===== config.mk =====
export PLATFORM = sky130hd
export DESIGN_NAME = ex_muldiv_sequencer_flat
export DESIGN_NICKNAME = d
export VERILOG_FILES = /design/src/rtl/ex_muldiv_sequencer_pkg.sv /design/src/rtl/ex_muldiv_sequencer_if.sv /design/src/rtl/ex_muldiv_sequencer_core.sv /design/src/rtl/ex_muldiv_sequencer.sv /design/src/flat_wrapper.sv
export SDC_FILE = /design/constraint.sdc
export NUM_CORES = 1
export LEC_CHECK = 0
export CAP_MARGIN = 20
export CORE_MARGIN = 2
export CORE_UTILIZATION = 60
export CTS_CLUSTER_SIZE = 16
export DETAILED_ROUTE_END_ITERATION = 8
export PLACE_DENSITY = 0.85
export SYNTH_ARGS = -nofsm -noshare
export SYNTH_HDL_FRONTEND = slang
export SYNTH_SLANG_ARGS = --single-unit

===== constraint.sdc =====
create_clock -name i_clk -period 8.6 [get_ports i_clk]
set_clock_uncertainty 0.2 [all_clocks]
set_input_delay 1.72 -clock i_clk [delete_from_list [all_inputs] [get_ports i_clk]]
set_output_delay 1.72 -clock i_clk [all_outputs]
set_load 0.02 [all_outputs]

===== src/rtl/ex_muldiv_sequencer_pkg.sv =====
// Shared definitions for the EX-stage multiply/divide sequencer: funct codes,
// FSM state encoding and small funct-decode helpers.
package ex_muldiv_sequencer_pkg;

    localparam logic [5:0] FUNCT_MULT  = 6'b011000;
    localparam logic [5:0] FUNCT_MULTU = 6'b011001;
    localparam logic [5:0] FUNCT_DIV   = 6'b011010;
    localparam logic [5:0] FUNCT_DIVU  = 6'b011011;

    typedef enum logic [1:0] {
        ST_IDLE   = 2'd0,
        ST_RUN    = 2'd1,
        ST_FINISH = 2'd2
    } state_t;

    function automatic logic funct_legal(input logic [5:0] f);
        return (f == FUNCT_MULT) || (f == FUNCT_MULTU) ||
               (f == FUNCT_DIV)  || (f == FUNCT_DIVU);
    endfunction

    function automatic logic funct_is_div(input logic [5:0] f);
        return (f == FUNCT_DIV) || (f == FUNCT_DIVU);
    endfunction

    function automatic logic funct_is_signed(input logic [5:0] f);
        return (f == FUNCT_MULT) || (f == FUNCT_DIV);
    endfunction

endpackage


===== src/rtl/ex_muldiv_sequencer_if.sv =====
// Request/HI-LO bus between the ID/EX latch side and the multiply/divide sequencer.
interface ex_muldiv_sequencer_if #(
    parameter int NB_DATA  = 32,
    parameter int NB_FUNCT = 6
);
    logic                i_start;
    logic [NB_FUNCT-1:0] i_funct;
    logic [NB_DATA-1:0]  i_operand_a;
    logic [NB_DATA-1:0]  i_operand_b;
    logic                i_flush;
    logic                i_hi_we;
    logic                i_lo_we;
    logic [NB_DATA-1:0]  i_wdata;
    logic                o_busy;
    logic                o_done;
    logic [NB_DATA-1:0]  o_hi;
    logic [NB_DATA-1:0]  o_lo;

    modport master (
        output i_start, i_funct, i_operand_a, i_operand_b,
        output i_flush, i_hi_we, i_lo_we, i_wdata,
        input  o_busy, o_done, o_hi, o_lo
    );

    modport slave (
        input  i_start, i_funct, i_operand_a, i_operand_b,
        input  i_flush, i_hi_we, i_lo_we, i_wdata,
        output o_busy, o_done, o_hi, o_lo
    );
endinterface


===== src/rtl/ex_muldiv_sequencer_core.sv =====
// Unsigned radix-2 datapath: shift-add multiplier / restoring divider,
// one step per enabled cycle on magnitudes prepared by the sequencer.
module ex_muldiv_sequencer_core #(
    parameter int NB_DATA = 32
) (
    input  logic               clk,
    input  logic               load,
    input  logic               step,
    input  logic               is_div,
    input  logic [NB_DATA-1:0] a,
    input  logic [NB_DATA-1:0] b,
    output logic [NB_DATA-1:0] hi_res,
    output logic [NB_DATA-1:0] lo_res
);

    // acc_hi: partial product / partial remainder; acc_lo: multiplier / quotient bits
    logic [NB_DATA-1:0] acc_hi;
    logic [NB_DATA-1:0] acc_lo;
    logic [NB_DATA-1:0] opnd_b;

    logic [NB_DATA:0]   mul_sum;
    logic [NB_DATA:0]   div_shift;
    logic [NB_DATA:0]   div_trial;

    always_comb begin
        mul_sum   = {1'b0, acc_hi} + (acc_lo[0] ? {1'b0, opnd_b} : '0);
        div_shift = {acc_hi, acc_lo[NB_DATA-1]};
        // Partial remainder stays below the divisor, so the top bit is a clean borrow
        div_trial = div_shift - {1'b0, opnd_b};
    end

    always_ff @(posedge clk) begin
        if (load) begin
            acc_hi <= '0;
            acc_lo <= a;
            opnd_b <= b;
        end else if (step) begin
            if (is_div) begin
                if (!div_trial[NB_DATA]) begin
                    acc_hi <= div_trial[NB_DATA-1:0];
                    acc_lo <= {acc_lo[NB_DATA-2:0], 1'b1};
                end else begin
                    acc_hi <= div_shift[NB_DATA-1:0];
                    acc_lo <= {acc_lo[NB_DATA-2:0], 1'b0};
                end
            end else begin
                acc_hi <= mul_sum[NB_DATA:1];
                acc_lo <= {mul_sum[0], acc_lo[NB_DATA-1:1]};
            end
        end
    end

    assign hi_res = acc_hi;
    assign lo_res = acc_lo;

endmodule


===== src/rtl/ex_muldiv_sequencer.sv =====
// EX-stage iterative MULT/MULTU/DIV/DIVU sequencer with the HI/LO register file
// and MTHI/MTLO write port.
module ex_muldiv_sequencer
    import ex_muldiv_sequencer_pkg::*;
#(
    parameter int NB_DATA  = 32,
    parameter int NB_FUNCT = 6,
    parameter int NB_COUNT = 6
) (
    input  logic                  i_clk,
    input  logic                  i_reset,
    ex_muldiv_sequencer_if.slave  bus
);

    function automatic logic [NB_DATA-1:0] magnitude(
        input logic signed [NB_DATA-1:0] v,
        input logic                      use_sign
    );
        logic signed [NB_DATA-1:0] r;
        r = (use_sign && v[NB_DATA-1]) ? -v : v;
        return r;
    endfunction

    function automatic logic [NB_DATA-1:0] cond_neg(
        input logic signed [NB_DATA-1:0] v,
        input logic                      neg
    );
        logic signed [NB_DATA-1:0] r;
        r = neg ? -v : v;
        return r;
    endfunction

    function automatic logic [2*NB_DATA-1:0] cond_neg_wide(
        input logic signed [2*NB_DATA-1:0] v,
        input logic                        neg
    );
        logic signed [2*NB_DATA-1:0] r;
        r = neg ? -v : v;
        return r;
    endfunction

    state_t                state;
    logic [NB_COUNT-1:0]   count;
    logic                  busy_q;
    logic                  done_q;
    logic [NB_DATA-1:0]    hi_q;
    logic [NB_DATA-1:0]    lo_q;
    logic                  is_div_q;
    logic                  sgn_a_q;
    logic                  sgn_b_q;
    logic                  div_zero_q;

    logic [NB_FUNCT-1:0]   funct_in;
    logic [5:0]            funct;
    logic                  op_signed;
    logic                  sgn_a;
    logic                  sgn_b;
    logic                  accept;
    logic [NB_DATA-1:0]    mag_a;
    logic [NB_DATA-1:0]    mag_b;
    logic [NB_DATA-1:0]    core_hi;
    logic [NB_DATA-1:0]    core_lo;
    logic [2*NB_DATA-1:0]  prod_fix;
    logic [NB_DATA-1:0]    quot_fix;
    logic [NB_DATA-1:0]    rem_fix;

    assign funct_in  = bus.i_funct;
    assign funct     = 6'(funct_in);
    assign op_signed = funct_is_signed(funct);
    assign sgn_a     = op_signed & bus.i_operand_a[NB_DATA-1];
    assign sgn_b     = op_signed & bus.i_operand_b[NB_DATA-1];
    assign mag_a     = magnitude(bus.i_operand_a, op_signed);
    assign mag_b     = magnitude(bus.i_operand_b, op_signed);
    // Flush squashes a request presented in the same IDLE cycle
    assign accept    = (state == ST_IDLE) && bus.i_start && !bus.i_flush && funct_legal(funct);

    ex_muldiv_sequencer_core #(.NB_DATA(NB_DATA)) u_core (
        .clk    (i_clk),
        .load   (accept),
        .step   (state == ST_RUN),
        .is_div (is_div_q),
        .a      (mag_a),
        .b      (mag_b),
        .hi_res (core_hi),
        .lo_res (core_lo)
    );

    // Sign correction; most-negative / -1 wraps back to itself, giving the expected overflow result
    always_comb begin
        prod_fix = cond_neg_wide({core_hi, core_lo}, sgn_a_q ^ sgn_b_q);
        quot_fix = div_zero_q ? '1 : cond_neg(core_lo, sgn_a_q ^ sgn_b_q);
        rem_fix  = cond_neg(core_hi, sgn_a_q);
    end

    always_ff @(posedge i_clk) begin
        if (i_reset) begin
            state      <= ST_IDLE;
            count      <= '0;
            busy_q     <= 1'b0;
            done_q     <= 1'b0;
            hi_q       <= '0;
            lo_q       <= '0;
            is_div_q   <= 1'b0;
            sgn_a_q    <= 1'b0;
            sgn_b_q    <= 1'b0;
            div_zero_q <= 1'b0;
        end else begin
            done_q <= 1'b0;
            case (state)
                ST_IDLE: begin
                    if (bus.i_hi_we) hi_q <= bus.i_wdata;
                    if (bus.i_lo_we) lo_q <= bus.i_wdata;
                    if (accept) begin
                        state      <= ST_RUN;
                        busy_q     <= 1'b1;
                        count      <= '0;
                        is_div_q   <= funct_is_div(funct);
                        sgn_a_q    <= sgn_a;
                        sgn_b_q    <= sgn_b;
                        div_zero_q <= (bus.i_operand_b == '0);
                    end
                end
                ST_RUN: begin
                    if (bus.i_flush) begin
                        state  <= ST_IDLE;
                        busy_q <= 1'b0;
                    end else begin
                        count <= count + 1'b1;
                        if (count == NB_COUNT'(NB_DATA - 1)) state <= ST_FINISH;
                    end
                end
                ST_FINISH: begin
                    state  <= ST_IDLE;
                    busy_q <= 1'b0;
                    if (!bus.i_flush) begin
                        done_q <= 1'b1;
                        if (is_div_q) begin
                            hi_q <= rem_fix;
                            lo_q <= quot_fix;
                        end else begin
                            hi_q <= prod_fix[2*NB_DATA-1:NB_DATA];
                            lo_q <= prod_fix[NB_DATA-1:0];
                        end
                    end
                end
                default: begin
                    state  <= ST_IDLE;
                    busy_q <= 1'b0;
                end
            endcase
        end
    end

    assign bus.o_busy = busy_q;
    assign bus.o_done = done_q;
    assign bus.o_hi   = hi_q;
    assign bus.o_lo   = lo_q;

endmodule


===== src/flat_wrapper.sv =====
// flat-port wrapper written by rule: the top's interface ports become plain ports
module ex_muldiv_sequencer_flat import ex_muldiv_sequencer_pkg::*;
#(
    parameter int NB_DATA  = 32,
    parameter int NB_FUNCT = 6,
    parameter int NB_COUNT = 6
)
  (i_clk, i_reset, bus_i_start, bus_i_funct, bus_i_operand_a, bus_i_operand_b, bus_i_flush, bus_i_hi_we, bus_i_lo_we, bus_i_wdata, bus_o_busy, bus_o_done, bus_o_hi, bus_o_lo);
  ex_muldiv_sequencer_if #(.NB_DATA(NB_DATA), .NB_FUNCT(NB_FUNCT)) bus_i ();
  input  logic i_clk;
  input  logic i_reset;
  input wire logic [$bits(bus_i.i_start)-1:0] bus_i_start;
  input wire logic [$bits(bus_i.i_funct)-1:0] bus_i_funct;
  input wire logic [$bits(bus_i.i_operand_a)-1:0] bus_i_operand_a;
  input wire logic [$bits(bus_i.i_operand_b)-1:0] bus_i_operand_b;
  input wire logic [$bits(bus_i.i_flush)-1:0] bus_i_flush;
  input wire logic [$bits(bus_i.i_hi_we)-1:0] bus_i_hi_we;
  input wire logic [$bits(bus_i.i_lo_we)-1:0] bus_i_lo_we;
  input wire logic [$bits(bus_i.i_wdata)-1:0] bus_i_wdata;
  output wire logic [$bits(bus_i.o_busy)-1:0] bus_o_busy;
  output wire logic [$bits(bus_i.o_done)-1:0] bus_o_done;
  output wire logic [$bits(bus_i.o_hi)-1:0] bus_o_hi;
  output wire logic [$bits(bus_i.o_lo)-1:0] bus_o_lo;
  assign bus_i.i_start = bus_i_start;
  assign bus_i.i_funct = bus_i_funct;
  assign bus_i.i_operand_a = bus_i_operand_a;
  assign bus_i.i_operand_b = bus_i_operand_b;
  assign bus_i.i_flush = bus_i_flush;
  assign bus_i.i_hi_we = bus_i_hi_we;
  assign bus_i.i_lo_we = bus_i_lo_we;
  assign bus_i.i_wdata = bus_i_wdata;
  assign bus_o_busy = bus_i.o_busy;
  assign bus_o_done = bus_i.o_done;
  assign bus_o_hi = bus_i.o_hi;
  assign bus_o_lo = bus_i.o_lo;
  ex_muldiv_sequencer #(.NB_DATA(NB_DATA), .NB_FUNCT(NB_FUNCT), .NB_COUNT(NB_COUNT)) u_core (.i_clk(i_clk), .i_reset(i_reset), .bus(bus_i));
endmodule

==> results of run 1 <==
-- layer usage --
metal,GRT usage,vias up
met5,0,-
met4,0.104,2
met3,0.0610,111
met2,0.601,848
met1,0.536,7021
li1,-,6923
-- how the worst min path moves through the flow --
stage | from | end | slack (ps) | cells past startpoint
floorplan | u_core.div_zero_q | u_core.div_zero_q | 250 | 2
global placement | u_core.bus.o_hi[20] | u_core.bus.o_hi[20] | 230 | 2
detailed placement | u_core.bus.o_hi[24] | u_core.bus.o_hi[24] | 240 | 2
CTS | u_core.bus.o_hi[23] | u_core.bus.o_hi[23] | 260 | 2
global route | u_core.bus.o_lo[23] | u_core.bus.o_lo[23] | 270 | 2
finish | u_core.bus.o_hi[23] | u_core.bus.o_hi[23] | 250 | 2
-- Yosys cell counts (all sizes together) (17+ instances only) --
library cell  instances
a211oi               25
a21o                 19
a21oi               164
a31oi                20
buf                  17
clkbuf               81
dfxtp               110
edfxtp               64
ha                   69
inv                  66
mux2i                50
nand2               209
nand2b               19
nand3                42
nor2                177
nor3                 54
nor4                 19
o211ai               18
o21ai               163
o221ai               26
o31ai                22
or3                  28
xnor2                92
xor2                 80
-- area by class of cell --
type / count / area share
Multi-Input combinational cell: 1490 / 0.567
Sequential cell: 174 / 0.247
Timing Repair Buffer: 190 / 0.113
Clock buffer: 18 / 0.0263
Tap cell: 319 / 0.0239
Inverter: 66 / 0.0148
Clock inverter: 14 / 0.00861
Antenna cell: 1 / 0.000150
-- logic make-up after synthesis --
| kind of cell | after synthesis |
|---|---|
| XOR/XNOR | 172 |
| adder cells (fa/ha/maj) | 71 |
| buffers and inverters | 164 |
| multiplexers | 50 |
| flip-flops | 174 |
| AO/OA/AOI/OAI | 564 |
| AND/OR/NAND/NOR | 633 |
-- sequential cells by signal, summed over array words and instances (netlist names) --
| name | flops |
|---|---|
| u_core.div_zero_q | 1 |
| u_core.sgn_a_q | 1 |
| u_core.u_core.lo_res | 32 |
| u_core.count | 6 |
| u_core.bus.o_done | 1 |
| u_core.bus.o_hi | 32 |
| u_core.u_core.opnd_b | 32 |
| u_core.bus.o_busy | 1 |
| u_core.bus.o_lo | 32 |
| u_core.u_core.hi_res | 32 |
| u_core.state | 2 |
| u_core.is_div_q | 1 |
| u_core.sgn_b_q | 1 |
-- worst reg2reg max path: stages, from the launching register on --
cell and delay (ps):
sky130_fd_sc_hd__edfxtp_1 480, sky130_fd_sc_hd__inv_1 200, sky130_fd_sc_hd__ha_1 220, sky130_fd_sc_hd__fa_1 280
sky130_fd_sc_hd__nor2b_4 60, sky130_fd_sc_hd__o31a_1 300, sky130_fd_sc_hd__o21ai_1 280, sky130_fd_sc_hd__a21oi_1 160
sky130_fd_sc_hd__o21a_1 280, sky130_fd_sc_hd__or2_0 340, sky130_fd_sc_hd__a311oi_4 670, sky130_fd_sc_hd__buf_4 540
sky130_fd_sc_hd__nand2b_1 330, sky130_fd_sc_hd__o221a_1 210
-- placed cells by master (no fill, tap or decap), types with 14 or more instances in the layout --
master,Yosys,routed
sky130_fd_sc_hd__nand2_1,208,208
sky130_fd_sc_hd__nor2_1,176,175
sky130_fd_sc_hd__clkdlybuf4s50_1,0,172
sky130_fd_sc_hd__a21oi_1,163,163
sky130_fd_sc_hd__o21ai_0,143,143
sky130_fd_sc_hd__dfxtp_1,110,109
sky130_fd_sc_hd__xnor2_1,92,92
sky130_fd_sc_hd__xor2_1,80,80
sky130_fd_sc_hd__ha_1,69,69
sky130_fd_sc_hd__inv_1,65,65
sky130_fd_sc_hd__edfxtp_1,64,64
sky130_fd_sc_hd__nor3_1,54,54
sky130_fd_sc_hd__mux2i_1,50,50
sky130_fd_sc_hd__nand3_1,42,42
sky130_fd_sc_hd__or3_1,28,28
sky130_fd_sc_hd__o221ai_1,26,26
sky130_fd_sc_hd__a211oi_1,24,24
sky130_fd_sc_hd__o31ai_1,21,21
sky130_fd_sc_hd__o21ai_1,20,20
sky130_fd_sc_hd__a31oi_1,20,20
sky130_fd_sc_hd__nand2b_1,19,19
sky130_fd_sc_hd__a21o_1,19,19
sky130_fd_sc_hd__o211ai_1,17,17
sky130_fd_sc_hd__clkbuf_16,0,17
sky130_fd_sc_hd__nor4_1,15,15
sky130_fd_sc_hd__buf_4,0,15
sky130_fd_sc_hd__and3_1,14,14
-- metrics by stage --
stage	instances	area (um2)
finish	2272	16700
floorplan	1828	14200
CTS	2268	16700
global placement	2235	16100
detailed placement	2236	16100
global route	2271	16700
-- power groups by stage --
stage	Clock, mW	Combinational (mW)	Sequential (mW)
final	0.791	1.16	1.09
after detailed placement	0	1.13	1.09
after CTS	0.789	1.14	1.07
after global routing	0.821	1.26	1.09
after global placement	0	1.10	1.09
after floorplan	0	0.828	1.03
==> results.txt, run 1 <==
status = complete, no violations
Reg area = 4130 um2
Achievable Freq = 217 MHz
horizontal extent of the die = 158 um
Buf+Inv Stages, Crit Path = 2
synthesis-stage register bit count = 174
post-placement worst setup slack = 3580 ps
gp weighted congestion = 0.961
max_slew headroom = 0.287
clock latency reported for the late side of the worst-skew pair = 440 ps
Setup-failing EPs final = 0
total leakage power = 6.18 nW
critical path, cell by cell = inv_1 -> ha_1 -> fa_1 -> nor2b_4 -> o31a_1 -> o21ai_1 -> a21oi_1 -> o21a_1 -> or2_0 -> a311oi_4 -> buf_4 -> nand2b_1 -> o221a_1
worst endpoint data arrival time = 4780 ps
Yosys warning total = 0
net count reported at finish = 2118
I/O pin count = 174
clock sink count = 174
DPL Wire Length = 36.2 mm
largest area contributor in the netlist = sky130_fd_sc_hd__dfxtp_1
largest net degree at the start of global routing = 104
TritonCTS clock tree = yes
Post-Route M1 WL = 20.5 mm
count of TritonRoute iterations in the first routing pass = 6
ANT nets after route = 0
Setup crit end = u_core.u_core.hi_res[22]
Filler Cell Count = 1880
multi-input gate area in the final layout = 9470 um2
launching element of the worst setup path = u_core.u_core.lo_res[31]
worst slew pin tran = 1070 ps
most frequently used flop master after synthesis = sky130_fd_sc_hd__dfxtp_1
crit-path max FO = 31
adder and majority cell fraction of the synthesized area = 0.0635
number of nets in the synthesized netlist = 2007
wire length on met2 = 21.7 mm
total global-route track usage = 0.379
utilization after layout = 0.714
Reg power frac = 0.357
aggregate global routing overflow = 0
power dissipated by switching net loads = 1.24 mW
async set or reset register ratio after synthesis = 0
total of cells resized after clock tree synthesis = 0
number of global-route vias before repair = 13600
WHS = 254 ps
category of cells accounting for the largest share of critical-path delay = compound AO/OA/AOI/OAI gates
post-cts hold buffer count = 0
number of pins with negative max-slew slack in the final report = 0
met3 wire length = 4.52 mm
fraction of final layout cells sized beyond drive strength 1 = 0.0394
critical register-to-register path startpoint = u_core.u_core.lo_res[31]
Routed wire per std cell = 21.1 um
internal cell power = 1.80 mW
global-route wire length before repair = 74.2 mm
total number of vias = 14900
core area = 23400 um2
hold violation count in the final report = 0
FF-to-FF setup slack = 3990 ps
Total Die Area = 25000 um2
post-synthesis mux area share = 0.0352
WS Path Type = register to register
number of distinct library cells after synthesis = 79
Area Growth Syn to Fin = 17.4%
fin worst setup slack = 3990 ps
H-tree depth = 4
uppermost signal routing layer after detailed routing = met5
Max stage delay on crit path = 670 ps
Post-Synth Simple-Gate Area = 0.208
vertical die dimension = 158 um
average vias per placed instance = 6.56
worst-case vdd ir drop = 0.000119 V
average instance area after synthesis = 7.78 um2
total number of cells along the worst setup path = 13
Fin Setup TNS = 0 ps
synth top area cells = sky130_fd_sc_hd__dfxtp_1 (15%), sky130_fd_sc_hd__edfxtp_1 (14%), sky130_fd_sc_hd__ha_1 (6.1%)
Final min period = 4610 ps
endpoint kind of the worst setup timing path = register
antenna violations before repair = 2
I/O Buffers = 173
effective utilization at floorplan = 0.608
destination of the worst register-to-register timing path = u_core.u_core.hi_res[22]
period utilisation layout = 0.536
total CTS buffers = 17
kind of launch point of the worst setup path = register
Critical-path top delay cell = sky130_fd_sc_hd__a311oi_4
area fraction in compound gates after synthesis = 0.252
First DRT Iteration DRCs = 1725
Tightest Hold Check Type = register to register
remaining design rule violation count = 0
clock group share of total power = 0.260
xor-xnor portion of the synthesized cell area = 0.106
total power draw = 3.04 mW
Seq/Total Area, Yosys = 0.290
switching share of power = 0.407
dominant combinational cell family by area after synthesis = compound AO/OA/AOI/OAI gates
power density over the cells = 182 nW/um2
depth of the most critical reg-to-reg path = 13
unrepaired setup endpoints after global routing = false
Crit path required time = 8770 ps
number of buffers inserted to repair setup after CTS = 0
clock buffer depth = 2
Comb pwr share = 0.383
cells after synthesis = 1828
post-synth design cell area = 14200 um2
Maximum Capacitance Violations = 0
total detailed-routing wirelength = 47.9 mm
Clock Tree Root = sky130_fd_sc_hd__clkbuf_16
row count = 56
clock transition at the registers of the reported paths = 70 ps
number of synthesized flops with an enable pin = 64
area fraction of the dominant cell type after synthesis = 0.155
Power figures use the tool's default switching activity.
==> run 2: changes to the inputs <==
--- a/config.mk
+++ b/config.mk
@@ -7,10 +7,10 @@
 export LEC_CHECK = 0
 export CAP_MARGIN = 20
 export CORE_MARGIN = 2
-export CORE_UTILIZATION = 60
+export CORE_UTILIZATION = 52
 export CTS_CLUSTER_SIZE = 16
 export DETAILED_ROUTE_END_ITERATION = 8
-export PLACE_DENSITY = 0.85
+export PLACE_DENSITY = 0.78
 export SYNTH_ARGS = -nofsm -noshare
 export SYNTH_HDL_FRONTEND = slang
 export SYNTH_SLANG_ARGS = --single-unit
==> constraint.sdc (replaced) <==
create_clock -name i_clk -period 3.8 [get_ports i_clk]
set_clock_uncertainty 0.2 [all_clocks]
set_input_delay 0.76 -clock i_clk [delete_from_list [all_inputs] [get_ports i_clk]]
set_output_delay 0.76 -clock i_clk [all_outputs]
set_load 0.02 [all_outputs]
==> run 2 against run 1 <==
Against the previous run:
- clock power grew 130%
- cell area grew 5.1%
- global-route usage shrank 4.4 points
- combinational power grew to 2.7 times the previous value
- hold slack gained 2.4 ps
- register-to-register slack lost 3900 ps
- flip-flop and latch count is the same
- fmax grew 26%
- via count grew 2.2%
- critical path depth shrank 1
- first-iteration DRC count grew 18%
- worst setup slack lost 3900 ps
- largest cell class unchanged
- highest routed layer is now met4
==> results.txt, run 2 (same netlist as run 1, synthesis figures left out) <==
kind of launch point of the worst setup path = register (unchanged)
power density over the cells = 410 nW/um2 (was 182 nW/um2)
worst endpoint data arrival time = 3790 ps (was 4780 ps)
largest net degree at the start of global routing = 84 (was 104)
worst-case vdd ir drop = 0.000273 V (was 0.000119 V)
Reg area = 4130 um2 (unchanged)
core area = 26900 um2 (was 23400 um2)
total leakage power = 6.70 nW (was 6.18 nW)
Maximum Capacitance Violations = 0 (unchanged)
clock latency reported for the late side of the worst-skew pair = 450 ps (was 440 ps)
horizontal extent of the die = 169 um (was 158 um)
DPL Wire Length = 38.0 mm (was 36.2 mm)
global-route wire length before repair = 76.6 mm (was 74.2 mm)
hold violation count in the final report = 0 (unchanged)
met3 demand-to-capacity share in global routing = 0.0527 (was 0.0610)
clock sink count = 174 (unchanged)
critical path, cell by cell = ha_1 -> fa_1 -> nor2b_4 -> o31a_1 -> o21ai_1 -> a21oi_1 -> o21a_1 -> or2_0 -> a311oi_4 -> buf_12 -> nand2b_2 -> o221a_1 (was inv_1 -> ha_1 -> fa_1 -> nor2b_4 -> o31a_1 -> o21ai_1 -> a21oi_1 -> o21a_1 -> or2_0 -> a311oi_4 -> buf_4 -> nand2b_1 -> o221a_1)
vertical die dimension = 169 um (was 158 um)
I/O pin count = 174 (unchanged)
WHS = 256 ps (was 254 ps)
average vias per placed instance = 6.36 (was 6.56)
global route hottest layer = met2 (unchanged)
Total Die Area = 28700 um2 (was 25000 um2)
crit-path max FO = 26 (was 31)
total CTS buffers = 17 (unchanged)
Filler Cell Count = 2285 (was 1880)
I/O Buffers = 173 (unchanged)
commonest non-fill, non-tap cell in the layout = sky130_fd_sc_hd__nand2_1 (unchanged)
Fin Setup TNS = 0 ps (unchanged)
Clock Tree Root = sky130_fd_sc_hd__clkbuf_16 (unchanged)
H-tree depth = 4 (unchanged)
total global-route track usage = 0.336 (was 0.379)
antenna violations before repair = 0 (was 2)
Critical-path top delay cell = sky130_fd_sc_hd__edfxtp_1 (was sky130_fd_sc_hd__a311oi_4)
First DRT Iteration DRCs = 2043 (was 1725)
endpoint kind of the worst setup timing path = register (unchanged)
row count = 60 (was 56)
Achievable Freq = 273 MHz (was 217 MHz)
ANT nets after route = 0 (unchanged)
Area Growth Syn to Fin = 23.4% (was 17.4%)
Max stage delay on crit path = 440 ps (was 670 ps)
Setup-failing EPs final = 0 (unchanged)
net count reported at finish = 2219 (was 2118)
total number of vias = 15200 (was 14900)
antenna fix cells = 0 (was 1)
period utilisation layout = 0.964 (was 0.536)
TritonCTS clock tree = yes (unchanged)
total detailed-routing wirelength = 48.9 mm (was 47.9 mm)
worst slew pin tran = 975 ps (was 1070 ps)
clock buffer depth = 2 (unchanged)
placed cells = 2361 (was 2236)
grt met1 use = 0.474 (was 0.536)
Final min period = 3660 ps (was 4610 ps)
number of pins with negative max-slew slack in the final report = 0 (unchanged)
WS Path Type = register to register (unchanged)
Routed wire per std cell = 20.4 um (was 21.1 um)
remaining design rule violation count = 0 (unchanged)
post-route insts no fill = 2394 (was 2272)
gp weighted congestion = 0.984 (was 0.961)
multi-input gate area in the final layout = 9490 um2 (was 9470 um2)
fraction of final layout cells sized beyond drive strength 1 = 0.0896 (was 0.0394)
Crit path required time = 3930 ps (was 8770 ps)
Tightest Hold Check Type = register to register (unchanged)
aggregate global routing overflow = 0 (unchanged)
number of global-route vias before repair = 14200 (was 13600)
routing usage on met2 = 0.515 (was 0.601)
count of TritonRoute iterations in the first routing pass = 8 (was 6)
status = complete, no violations (unchanged)
effective utilization at floorplan = 0.529 (was 0.608)
most frequent cells in the layout = sky130_fd_sc_hd__nand2_1 (208), sky130_fd_sc_hd__nor2_1 (176), sky130_fd_sc_hd__clkdlybuf4s50_1 (172) (was sky130_fd_sc_hd__nand2_1 (208), sky130_fd_sc_hd__nor2_1 (175), sky130_fd_sc_hd__clkdlybuf4s50_1 (172))
max_slew headroom = 0.350 (was 0.287)
clock transition at the registers of the reported paths = 80 ps (was 70 ps)
[run 2: changes by cell type in the layout (fill, tap and decap cells not counted), moves of 2 or more]
cell / previous run / this run
sky130_fd_sc_hd__buf_12: 0 / 2
sky130_fd_sc_hd__buf_4: 15 / 114
sky130_fd_sc_hd__clkinv_8: 2 / 4
sky130_fd_sc_hd__inv_12: 0 / 2
sky130_fd_sc_hd__inv_6: 4 / 2
[run 2: through the flow]
step | utilization | total power [mW] | cell area, um2 | worst slack, ps
finish | 0.653 | 7.20 | 17600 | 137
global route | 0.653 | 7.54 | 17600 | -38.3
CTS | 0.651 | 7.10 | 17500 | 27.7
detailed placement | 0.629 | 5.29 | 16900 | -50.0
global placement | 0.629 | 5.24 | 16900 | 62.3
floorplan | - | 4.20 | 14200 | 373
[run 2: repair_timing]
action	in CTS	in global routing
setup buffers	0	0
hold buffers	0	0
endpoints found under the setup margin	0	21
resized for setup	0	12
[run 2: final timing paths]
path / from / to / slack [ps] / depth (start not counted)
max: u_core.u_core.opnd_b[0] / u_core.u_core.hi_res[22] / 140 / 12
min: u_core.bus.o_lo[4] / u_core.bus.o_lo[4] / 260 / 2
max reg2reg: u_core.u_core.opnd_b[0] / u_core.u_core.hi_res[22] / 140 / 12
min reg2reg: u_core.bus.o_lo[4] / u_core.bus.o_lo[4] / 260 / 2
[run 2: critical path, delay by kind of cell (launching register included)]
family / cells / cell delay [ps]
flops: 1 / 440
simple gates: 3 / 650
fa+ha+maj: 2 / 700
buf+inv: 1 / 230
compound gates: 6 / 1300
[run 2: cell type report]
type	instances	area share
multi-input cells	1490	0.541
flip-flops and latches	174	0.235
repair buffers	291	0.151
well taps	341	0.0243
clock buffers	17	0.0242
inverters	66	0.0141
clock inverters	15	0.0104
[run 2: report_power, final]
| group | internal (mW) | leakage, nW | switching (mW) |
|---|---|---|---|
| logic | 1.33 | 4.92 | 1.77 |
| clock network | 0.900 | 0.297 | 0.925 |
| registers | 2.08 | 1.49 | 0.193 |
[run 2: routing by layer]
layer | part of all wire | routed length [um] | vias up
met2 | 0.44 | 21400 | 815
li1 | - | - | 7122
met1 | 0.43 | 20900 | 7171
met4 | 0.036 | 1770 | 0
met3 | 0.10 | 4870 | 125
met5 | 0 | 0 | -
==> run 3: changes to the inputs <==
--- a/config.mk
+++ b/config.mk
@@ -11,6 +11,7 @@
 export CTS_CLUSTER_SIZE = 16
 export DETAILED_ROUTE_END_ITERATION = 8
 export PLACE_DENSITY = 0.78
+export SLEW_MARGIN = 40
 export SYNTH_ARGS = -nofsm -noshare
 export SYNTH_HDL_FRONTEND = slang
 export SYNTH_SLANG_ARGS = --single-unit
==> run 3 against run 2 <==
Against the previous run:
- combinational power hardly changed
- power is 0.27% higher
- first-iteration DRC count is 6.2% lower
- core utilization is 0.10 points higher
- cell area is 0.16% higher
- non-clock buffer count is 1 higher
- clock power hardly changed
- register-to-register slack better by 20 ps
- hold slack hardly changed
- critical path type unchanged
- critical endpoint is now u_core.u_core.hi_res[8]
==> results.txt, run 3 (same netlist as run 1, synthesis figures left out) <==
WS Path Type = register to register (unchanged)
most frequent cells in the layout = sky130_fd_sc_hd__nand2_1 (208), sky130_fd_sc_hd__nor2_1 (175), sky130_fd_sc_hd__clkdlybuf4s50_1 (172) (was sky130_fd_sc_hd__nand2_1 (208), sky130_fd_sc_hd__nor2_1 (176), sky130_fd_sc_hd__clkdlybuf4s50_1 (172))
core area = 26900 um2 (unchanged)
WHS = 256 ps (about the same)
worst slew pin tran = 860 ps (was 975 ps)
Max stage delay on crit path = 450 ps (was 440 ps)
unrepaired setup endpoints after global routing = false
internal cell power = 4.31 mW (about the same)
I/O Buffers = 173 (unchanged)
average vias per placed instance = 6.39 (was 6.36)
clock sink count = 174 (unchanged)
Filler Cell Count = 2274 (was 2285)
Total Die Area = 28700 um2 (unchanged)
destination of the worst register-to-register timing path = u_core.u_core.hi_res[8] (was u_core.u_core.hi_res[22])
post-cts hold buffer count = 0 (unchanged)
launching element of the worst setup path = u_core.u_core.opnd_b[19] (was u_core.u_core.opnd_b[0])
Reg power frac = 0.314 (was 0.315)
Comb pwr share = 0.432 (was 0.431)
row count = 60 (unchanged)
horizontal extent of the die = 169 um (unchanged)
kind of launch point of the worst setup path = register (unchanged)
critical register-to-register path startpoint = u_core.u_core.opnd_b[19] (was u_core.u_core.opnd_b[0])
aggregate global routing overflow = 0 (unchanged)
number of global-route vias before repair = 14200 (about the same)
total leakage power = 6.72 nW (was 6.70 nW)
Final min period = 3640 ps (was 3660 ps)
power density over the cells = 411 nW/um2 (was 410 nW/um2)
crit-path max FO = 7 (was 26)
total CTS buffers = 17 (unchanged)
clock transition at the registers of the reported paths = 80 ps (about the same)
post-placement worst setup slack = -49.7 ps (was -50.0 ps)
switching share of power = 0.403 (was 0.402)
largest net degree at the start of global routing = 84 (unchanged)
period utilisation layout = 0.958 (was 0.964)
Crit path required time = 3920 ps (was 3930 ps)
cell seen most often among critical-path stages = sky130_fd_sc_hd__o21ai_0
fraction of final layout cells sized beyond drive strength 1 = 0.0906 (was 0.0896)
Achievable Freq = 275 MHz (was 273 MHz)
antenna violations before repair = 0 (unchanged)
remaining design rule violation count = 0 (unchanged)
clock group share of total power = 0.254 (about the same)
Clock Tree Root = sky130_fd_sc_hd__clkbuf_16 (unchanged)
total number of vias = 15300 (was 15200)
fin worst setup slack = 160 ps (was 137 ps)
number of pins with negative max-slew slack in the final report = 0 (unchanged)
Routed wire per std cell = 20.5 um (was 20.4 um)
count of TritonRoute iterations in the first routing pass = 7 (was 8)
total global-route track usage = 0.337 (was 0.336)
hold depth = 2 (unchanged)
commonest non-fill, non-tap cell in the layout = sky130_fd_sc_hd__nand2_1 (unchanged)
First DRT Iteration DRCs = 1916 (was 2043)
hold violation count in the final report = 0 (unchanged)
global-route wire length before repair = 77.0 mm (was 76.6 mm)
Fin Setup TNS = 0 ps (unchanged)
max_slew headroom = 0.427 (was 0.350)
TritonCTS clock tree = yes (unchanged)
clock buffer depth = 2 (unchanged)
net count reported at finish = 2220 (was 2219)
worst endpoint data arrival time = 3760 ps (was 3790 ps)
Area Growth Syn to Fin = 23.6% (was 23.4%)
DPL Wire Length = 38.1 mm (was 38.0 mm)
endpoint kind of the worst setup timing path = register (unchanged)
H-tree depth = 4 (unchanged)
depth of the most critical reg-to-reg path = 11 (was 12)
ANT nets after route = 0 (unchanged)
Critical-path top delay cell = sky130_fd_sc_hd__a311oi_4 (was sky130_fd_sc_hd__edfxtp_1)
power dissipated by switching net loads = 2.91 mW (was 2.89 mW)
worst-case vdd ir drop = 0.000323 V (was 0.000273 V)
I/O pin count = 174 (unchanged)
Setup-failing EPs final = 0 (unchanged)
gp weighted congestion = 0.984 (unchanged)
Maximum Capacitance Violations = 0 (unchanged)
vertical die dimension = 169 um (unchanged)
Setup crit end = u_core.u_core.hi_res[8] (was u_core.u_core.hi_res[22])
Tightest Hold Check Type = register to register (unchanged)
critical path, cell by cell = inv_1 -> ha_1 -> a21oi_1 -> o21ai_0 -> a311oi_1 -> o21ai_0 -> or2_0 -> a311oi_4 -> buf_2 -> mux2i_1 -> o21ai_1 (was ha_1 -> fa_1 -> nor2b_4 -> o31a_1 -> o21ai_1 -> a21oi_1 -> o21a_1 -> or2_0 -> a311oi_4 -> buf_12 -> nand2b_2 -> o221a_1)
clock latency reported for the late side of the worst-skew pair = 450 ps (about the same)
total detailed-routing wirelength = 49.1 mm (was 48.9 mm)
antenna fix cells = 0 (unchanged)
status = complete, no violations (unchanged)
effective utilization at floorplan = 0.529 (unchanged)
FF-to-FF setup slack = 160 ps (was 140 ps)
==> run 3: routing by layer <==
metal | track usage | vias up | wire (um)
li1 | - | 7121 | -
met1 | 0.481 | 7179 | 21200
met2 | 0.527 | 887 | 21700
met3 | 0.0485 | 113 | 4910
met4 | 0.109 | 0 | 1340
met5 | 0 | - | 0
==> run 3: worst max-delay path, delay by kind of cell, from the launching register on <==
family,cells,cell delay [ps]
compound gates,6,1580
buf+inv,2,430
flops,1,380
simple gates,1,370
fa+ha+maj,1,330
mux,1,230
==> run 3: worst min-delay path by stage <==
stage | from | end | slack (ps)
2_1_floorplan | u_core.div_zero_q | u_core.div_zero_q | 250
4_1_cts | u_core.bus.o_hi[9] | u_core.bus.o_hi[9] | 260
5_1_grt | u_core.bus.o_lo[17] | u_core.bus.o_lo[17] | 270
3_5_place_dp | u_core.bus.o_lo[23] | u_core.bus.o_lo[23] | 250
6_report | u_core.bus.o_lo[4] | u_core.bus.o_lo[4] | 260
3_3_place_gp | u_core.bus.o_hi[7] | u_core.bus.o_hi[7] | 240
==> run 3: final cells by class <==
type	count	area, um2	area share
clock buffer	17	425	0.0242
clock inverter	15	183	0.0104
inverter	66	248	0.0141
multi-input combinational	1490	9500	0.540
sequential	174	4130	0.235
tap	341	427	0.0243
timing repair buffer	292	2670	0.152
==> run 3: through the flow <==
| step | utilization | power (mW) | area [um2] | std cells |
|---|---|---|---|---|
| after detailed placement | 0.630 | 5.29 | 16900 | 2362 |
| after floorplan | - | 4.20 | 14200 | 1828 |
| after global routing | 0.654 | 7.56 | 17600 | 2395 |
| final | 0.654 | 7.22 | 17600 | 2395 |
| after global placement | 0.629 | 5.24 | 16900 | 2361 |
| after CTS | 0.652 | 7.11 | 17500 | 2394 |
==> run 3: timing repair <==
| action | 4_1_cts | 5_1_grt |
|---|---|---|
| buffers inserted | 0 | 0 |
| gates resized for setup | 0 | 12 |
| setup endpoints to repair | 0 | 17 |
==> run 3: power by group through the flow <==
stage	Sequential, mW	Clock [mW]	Combinational [mW]
floorplan	2.33	0	1.87
global placement	2.30	0	2.95
detailed placement	2.30	0	2.99
CTS	2.26	1.84	3.02
global route	2.28	1.92	3.37
finish	2.27	1.83	3.12
